<file path="config.mk">
export PLATFORM = sky130hd
export DESIGN_NAME = seg7_scan_display
export DESIGN_NICKNAME = d
export VERILOG_FILES = /design/src/rtl/seg7_scan_display.sv
export SDC_FILE = /design/constraint.sdc
export NUM_CORES = 1
export LEC_CHECK = 0
export BUFFER_PORTS_ARGS = -buffer_cell sky130_fd_sc_hd__buf_4
export CAP_MARGIN = 30
export CELL_PAD_IN_SITES_DETAIL_PLACEMENT = 0
export CELL_PAD_IN_SITES_GLOBAL_PLACEMENT = 1
export CORE_MARGIN = 2
export CORE_UTILIZATION = 40
export CTS_CLUSTER_SIZE = 20
export DETAILED_ROUTE_END_ITERATION = 8
export PLACE_DENSITY = 0.84
export RECOVER_POWER = 100
export SETUP_SLACK_MARGIN = 0.5
export SYNTH_ARGS = -nofsm -noshare
export SYNTH_HDL_FRONTEND = slang
export SYNTH_SLANG_ARGS = --single-unit
</file>
<file path="constraint.sdc">
create_clock -name clk -period 2.6 [get_ports clk]
set_input_delay 0.13 -clock clk [delete_from_list [all_inputs] [get_ports clk]]
set_output_delay 0.13 -clock clk [all_outputs]
set_load 0.01 [all_outputs]
</file>
<file path="src/rtl/seg7_scan_display.sv">
// ---------------------------------------------------------------------------
// seg7_scan_display
//
// Four-digit multiplexed 7-segment scan driver for the packed BCD countdown
// word of the traffic-light controller (data[15:8] = NS pair, data[7:0] = WE
// pair). One digit is enabled at a time for DIV = CLK_HZ/SCAN_HZ clocks. The
// input word is latched once per frame so a frame never mixes old and new
// digits.
//
// Parameters:
//   CLK_HZ   input clock frequency in Hz
//   SCAN_HZ  per-digit dwell rate in Hz (CLK_HZ/SCAN_HZ must be >= 2)
//
// Ports:
//   clk   in   system clock
//   rst   in   synchronous, active-high reset
//   data  in   [15:12] NS tens, [11:8] NS units, [7:4] WE tens, [3:0] WE units
//   seg   out  segments {g,f,e,d,c,b,a}, active-low, registered
//   dp    out  decimal point, active-low, lit only on digit 2, registered
//   an    out  digit enables, active-low, an[0] = rightmost digit, registered
//
// Build option:
//   LEADING_ZERO_BLANK_EN  when defined, a zero in a tens position (digit 3
//                          or digit 1) is shown dark while its anode stays on.
// ---------------------------------------------------------------------------
module seg7_scan_display #(
    parameter int CLK_HZ  = 50000000,
    parameter int SCAN_HZ = 1000
) (
    input  logic        clk,
    input  logic        rst,
    input  logic [15:0] data,
    output logic [6:0]  seg,
    output logic        dp,
    output logic [3:0]  an
);

    localparam int DIV = CLK_HZ / SCAN_HZ;
    localparam int CW  = (DIV > 1) ? $clog2(DIV) : 1;
    localparam logic [CW-1:0] CNT_LAST = CW'(DIV - 1);
    localparam logic [CW-1:0] CNT_ONE  = CW'(1);

    localparam logic [6:0] SEG_BLANK = 7'b1111111;
    localparam logic [6:0] SEG_DASH  = 7'b0111111;

    // Nibble to active-low segment pattern; non-BCD codes show a dash.
    function automatic logic [6:0] bcd_to_seg(input logic [3:0] nib);
        logic [6:0] s;
        case (nib)
            4'd0:    s = 7'b1000000;
            4'd1:    s = 7'b1111001;
            4'd2:    s = 7'b0100100;
            4'd3:    s = 7'b0110000;
            4'd4:    s = 7'b0011001;
            4'd5:    s = 7'b0010010;
            4'd6:    s = 7'b0000010;
            4'd7:    s = 7'b1111000;
            4'd8:    s = 7'b0000000;
            4'd9:    s = 7'b0010000;
            default: s = SEG_DASH;
        endcase
        return s;
    endfunction

    logic [CW-1:0] cnt_r;
    logic [1:0]    idx_r;
    logic [15:0]   shadow_r;
    logic [6:0]    seg_r;
    logic          dp_r;
    logic [3:0]    an_r;

    logic          tick_s;
    logic [1:0]    idx_next_s;
    logic [3:0]    nib_s;
    logic          blank_s;
    logic [6:0]    seg_next_s;
    logic          dp_next_s;
    logic [3:0]    an_next_s;

    // Next-digit selection and decode for the value shown after the coming tick.
    always_comb begin
        tick_s     = (cnt_r == CNT_LAST);
        idx_next_s = idx_r + 2'd1;

        // Digit 0 opens a new frame: it reads data directly because the
        // shadow is being loaded with that same word on this very edge.
        case (idx_next_s)
            2'd0:    nib_s = data[3:0];
            2'd1:    nib_s = shadow_r[7:4];
            2'd2:    nib_s = shadow_r[11:8];
            2'd3:    nib_s = shadow_r[15:12];
            default: nib_s = data[3:0];
        endcase

`ifdef LEADING_ZERO_BLANK_EN
        // Odd digit positions are the tens digits of each pair.
        if (idx_next_s[0] == 1'b1 && nib_s == 4'd0) begin
            blank_s = 1'b1;
        end else begin
            blank_s = 1'b0;
        end
`else
        blank_s = 1'b0;
`endif

        if (blank_s) begin
            seg_next_s = SEG_BLANK;
        end else begin
            seg_next_s = bcd_to_seg(nib_s);
        end

        if (idx_next_s == 2'd2) begin
            dp_next_s = 1'b0;
        end else begin
            dp_next_s = 1'b1;
        end

        an_next_s = ~(4'b0001 << idx_next_s);
    end

    // Prescaler, digit index, frame shadow and registered display outputs.
    always_ff @(posedge clk) begin
        if (rst) begin
            cnt_r    <= '0;
            idx_r    <= 2'd3;
            shadow_r <= 16'h0000;
            seg_r    <= SEG_BLANK;
            dp_r     <= 1'b1;
            an_r     <= 4'b1111;
        end else begin
            if (tick_s) begin
                cnt_r <= '0;
                idx_r <= idx_next_s;
                seg_r <= seg_next_s;
                dp_r  <= dp_next_s;
                an_r  <= an_next_s;
                if (idx_next_s == 2'd0) begin
                    shadow_r <= data;
                end
            end else begin
                cnt_r <= cnt_r + CNT_ONE;
            end
        end
    end

    assign seg = seg_r;
    assign dp  = dp_r;
    assign an  = an_r;

endmodule

</file>
---- Word level (Yosys, flattened, before mapping) ----
Memories as Yosys holds them, arrays and structs flattened. A register that Yosys moved wholly into a read port is not among the register bits.
Cells that the tools add are included.
storage, ports and cells
  bits in registers ....................... 39
  memory bits (read-only) ................. 112
  input port bits ......................... 18
  memories ................................ 1
operators by class
  add/subtract/negate cells ............... 2
  equal/unequal tests ..................... 4
  shifts and indexed selects .............. 1
  muxes and demuxes ....................... 2
  bitwise operators ....................... 1
  reduce and logical (&&, ||, !) cells .... 3
memory list
  memory            depth  width  rd ports  clocked after memory_dff  wr ports  RTL line  text
  (name not given)  16     7      1         1                         0         49        case (nib)
operator list
  kind                     count
  $add A16 B1 Y16 const B  1
  $eq A16 B16 Y1 const B   1
  $pmux W4 S4              1
  $eq A2 B2 Y1 const B     2
  $not A4 Y4               1
  $shl A1 B2 Y4 const A    1
  $add A2 B1 Y2 const B    1
  $eq A2 B1 Y1 const B     1
  $logic_not A2 Y1         1
  $reduce_and A2 Y1        1
  $reduce_or A2 Y1         1
  $mux W1                  1

---- Longest topological paths before layout ----
  depth after elaboration ................. 3
  depth in mapped cells ................... 9
  gate-level depth less buffers ........... 9

---- Worst setup path before layout ----
Ideal clock, no wire load.
  kind .................................... flip-flop to flip-flop
  from .................................... register idx_r[0]
  to ...................................... register seg_r[5], in the netlist seg[5]
  setup time .............................. 0.130 ns
  arrival time ............................ 2.045 ns
  required time ........................... 2.470 ns
  slack ................................... 0.425 ns
  stages on the path, launching flop included .. 7
  cells stage by stage .................... dfxtp_1 > inv_1 > ha_1 > a222oi_1 > or3b_2 > a2111oi_1 > nor3_1
between the ends
  cells in the longest elaborated chain, start to end .. 3
RTL lines
  item                                        RTL line  text
  start, declared                             66        logic [1:0] idx_r;
  start signal, assigned                      133       idx_r <= idx_next_s;
  $add A2 B1 Y2 *                             83        idx_next_s = idx_r + 2'd1;
  named net idx_next_s[0]                     73        logic [1:0] idx_next_s;
  $eq A2 B2 Y1, or another cell as far along  87        case (idx_next_s)
  $pmux W4 S4 *                               87
  end, declared                               68        logic [6:0] seg_r;
The timed path passes the listed nets; every way through them passes the cells marked *.
A chain may end at the register's enable or synchronous reset.

---- Final worst setup path ----
  from .................................... register cnt_r[10]
  to ...................................... register seg_r[5], in the netlist seg[5]
between the ends
  cells in the longest elaborated chain, start to end .. 1
RTL lines
  item                    RTL line  text
  start, declared         65        logic [CW-1:0] cnt_r;
  start signal, assigned  141       cnt_r <= cnt_r + CNT_ONE;
  $eq A16 B16 Y1          82        tick_s = (cnt_r == CNT_LAST);
No other way between the ends.

==> summary.md <==
| Metric | Value |
|---|---|
| Sequential share of power | 48.2% |
| I/O pins | 30 |
| Worst hold slack | ~0.092 ns |
| Initial drt markers | between 150 and 200 |
| Port Buf Inserts | 29 |
| Largest net degree at the start of global routing | 30 |
| Fin crit period | ~2.3 ns |
| Worst reg2reg path depth | 5 |
| Int Pwr | ~1.0 mW |
| Req. time, crit path | 2.77 ns |
| Met2 WL | 2.37 mm |
| Worst-path clk slew | ~0.080 ns |
| CTS Sinks | 41 |
| Slew Viols, Final | 0 |
| P_leak | a little over 0.9 nW |
| Hold path cells | 3 |
| Maxcap violations | 0 |
| Post-DP Area | between 2000 and 2500 µm² |
| Critical Path AT | between 2 and 2.5 ns |
| Status | finished, final reports clean |
| FILL cells | 472 |
| DRT antenna net count | 0 |
| Number of enable flip-flop cells after synthesis | 0 |
| Primary FF master, synth | dfxtp_1 |
| Sequential area share after synthesis | between 40% and 50% |
| Clock Latency Late Sink | between 0.2 and 0.3 ns |
| Period utilization | 86.9% |
| Via count | roughly 1,800 |
| WS Path Type | register to register |
| GP Congestion | 0.784 |
| # setup viols final | 0 |
| Initial Util | 41.7% |
| Wire per inst | 14.6 µm |
| Multi-input gate area in the final layout | about 1200 µm² |
| TNS Setup | 0 ns |
| Worst r2r src | cnt_r[10] |
| Hold Path Origin | data[15] |
| Full die area | between 5000 and 6000 µm² |
| Clock skew | approximately 0.009 ns |
| Clock root cell | clkbuf_8 |
| Unrepaired setup endpoints after global routing | yes |
| Num CTS Buffers | 5 |
| Hold Violations, Final | 0 |
| Synthesis-to-layout area growth | 28.1% |
| Distinct cell type count of the synthesized netlist | between 40 and 50 |
| CP Launch Type | register |
| Post-Syn Area per Cell | around 8.8 µm² |
| Fraction of layout cells with a size suffix above 1 | between 20% and 30% |
| Async set-or-reset flop fraction in the synthesized netlist | 0% |
| Post-Syn Instances | ~230 |
| Die X | 74.4 µm |
| Number of remaining DRC errors | 0 |
| Remaining global-route overflow | 0 |
| Psw | around 0.27 mW |
| Synth Net Count | 251 |
| Final Instance Area | 2540 µm² |
| Largest fanout on the critical path | 5 |
| Max H-tree Level | 2 |
| Critical Path Sink Type | register |
| Top routing layer in use | met4 |
| Synth Register Bits | 41 |
| DRT met1 WL | 2.23 mm |
| Nets | a little under 300 |
| Row cnt | 25 |
| Launch point of the worst path | cnt_r[10] |
| Chip height | between 70 and 80 µm |
| Comb pwr share | approximately 5.4% |
| Initial antenna violation count | 0 |
| Yosys warns | 0 |
| DRT Pass-1 Iters | 6 |
| CTS tree | built |
| Final core occ | 53.4% |
| Number of global-route vias before repair | between 1,500 and 2,000 |
| Core ar. | approximately 4800 µm² |
| Gr usage total | around 18% |
| Clock share of power | a little under half |
| Routed wire length | 4.82 mm |
| DR WL met3 | around 180 µm |
| Slew margin rel. | 59.3% |
| Switching Fraction | between 20% and 30% |
| PD cells | just over 500 nW/µm² |
| Max Clock Freq | approximately 0.44 GHz |
| Worst hold path type | input pin to register |
| Least-Margin Pin Slew | roughly 0.59 ns |
| Final HPWL from detailed placement | a little under 3 mm |
| Syn Std Cell Area | approximately 2000 µm² |
| First-pass GRT wire length | 7.63 mm |
| FF/Latch Area | approximately 830 µm² |
| N_diodes | 0 |
| Clock Tree Buf Depth | 2 |
| Worst IR drop on VDD | roughly 0.28 mV |
| Avg Vias per Cell | 5.35 |
## routing by layer
metal / vias up / global-route usage, %
met4: 0 / 4.76
met5: - / 0
met1: 830 / 22.9
li1: 900 / -
met2: 37 / 29.3
met3: 4 / 3.93
## cells in the final DEF (no fill, tap or decap), types with 4 or more instances in the layout
cell       n
xnor2_1    6
inv_1      7
xor2_1     6
buf_4     30
nand2_1    6
clkbuf_8   5
nand3_1   17
ha_1       4
nor2_1    19
dfxtp_1   37
clkbuf_1  13
o21ai_0   16
a21oi_1   20
a222oi_1   4
## state kept, by name (all words and copies together) (netlist names)
signal    flops
cnt_r        16
idx_r         2
shadow_r     12
an            4
seg           7
## metrics by stage
step	cells	power [mW]	worst slack, ns
after floorplan	225	0.683	0.540
after global placement	312	0.712	0.368
after detailed placement	312	0.712	0.253
after CTS	327	1.32	0.501
after global routing	331	1.36	0.262
final	331	1.31	0.341
## critical path, cell delays in order (launching register included)
cell and delay, ns:
dfxtp_1 0.34, or4b_1 0.60, or4_1 0.67, clkbuf_1 0.23
a2111oi_4 0.23, nor3_2 0.08
## cells in the mapped netlist, types with 2 or more instances
library cell | instances | share of area, %
dfxtp_1 | 41 | 41
nor3_1 | 3 | 0.76
o21bai_1 | 2 | 0.76
xnor2_1 | 6 | 2.6
nand4_1 | 3 | 0.95
o21ai_0 | 16 | 4.0
nand2_1 | 6 | 1.1
nand2b_1 | 3 | 0.95
o31ai_1 | 3 | 1.1
a222oi_1 | 4 | 2.0
a31o_2 | 2 | 0.88
a221oi_1 | 4 | 1.8
o21ai_1 | 2 | 0.50
buf_2 | 3 | 0.76
mux2i_1 | 3 | 1.5
a211o_1 | 3 | 1.3
a31oi_1 | 2 | 0.63
or3_1 | 2 | 0.63
xor2_1 | 6 | 2.6
ha_1 | 8 | 5.0
a21oi_1 | 21 | 5.3
and4_1 | 2 | 0.88
nand3_1 | 18 | 4.5
inv_1 | 10 | 1.9
nor3b_1 | 3 | 1.1
nor2_1 | 19 | 3.6
nor2b_1 | 2 | 0.63
and3_1 | 2 | 0.63
clkbuf_1 | 9 | 1.7
## layout make-up
| class | count | share of cell area (%) |
|---|---|---|
| Sequential cell | 41 | 32.7 |
| Inverter | 10 | 1.58 |
| Clock inverter | 3 | 2.56 |
| Clock buffer | 5 | 2.71 |
| Timing Repair Buffer | 44 | 11.6 |
| Tap cell | 67 | 3.30 |
| Multi-Input combinational cell | 161 | 45.6 |
## power by group through the flow
stage | combinational (mW) | sequential [mW] | clock [mW]
finish | 0.0714 | 0.632 | 0.608
global route | 0.0791 | 0.633 | 0.645
CTS | 0.0658 | 0.634 | 0.622
detailed placement | 0.0636 | 0.649 | 0
global placement | 0.0636 | 0.649 | 0
floorplan | 0.0352 | 0.648 | 0
## timing repair
item	CTS	global route
gates cloned	1	0
endpoints found under the hold margin	0	0
hold buffers	0	0
setup buffers	6	4
pin swaps	4	6
resized for setup	8	28
setup endpoints to repair	22	33
## cell families (layout without fill, tap and decap cells)
family | after synthesis | count (layout) | synth area share (%)
fa+ha+maj | 8 | 8 | 5.05
compound gates | 64 | 64 | 20.5
mux | 3 | 3 | 1.51
buf+inv | 24 | 62 | 5.30
simple gates | 73 | 74 | 20.9
xor+xnor | 12 | 12 | 5.30
flops | 41 | 41 | 41.4
## final timing paths
check | end | slack, ns
min reg2reg | cnt_r[0] | 0.44
max | seg[5] | 0.34
min | shadow_r[15] | 0.09
max reg2reg | seg[5] | 0.34
No activity file was read; power rests on OpenSTA's default activity.
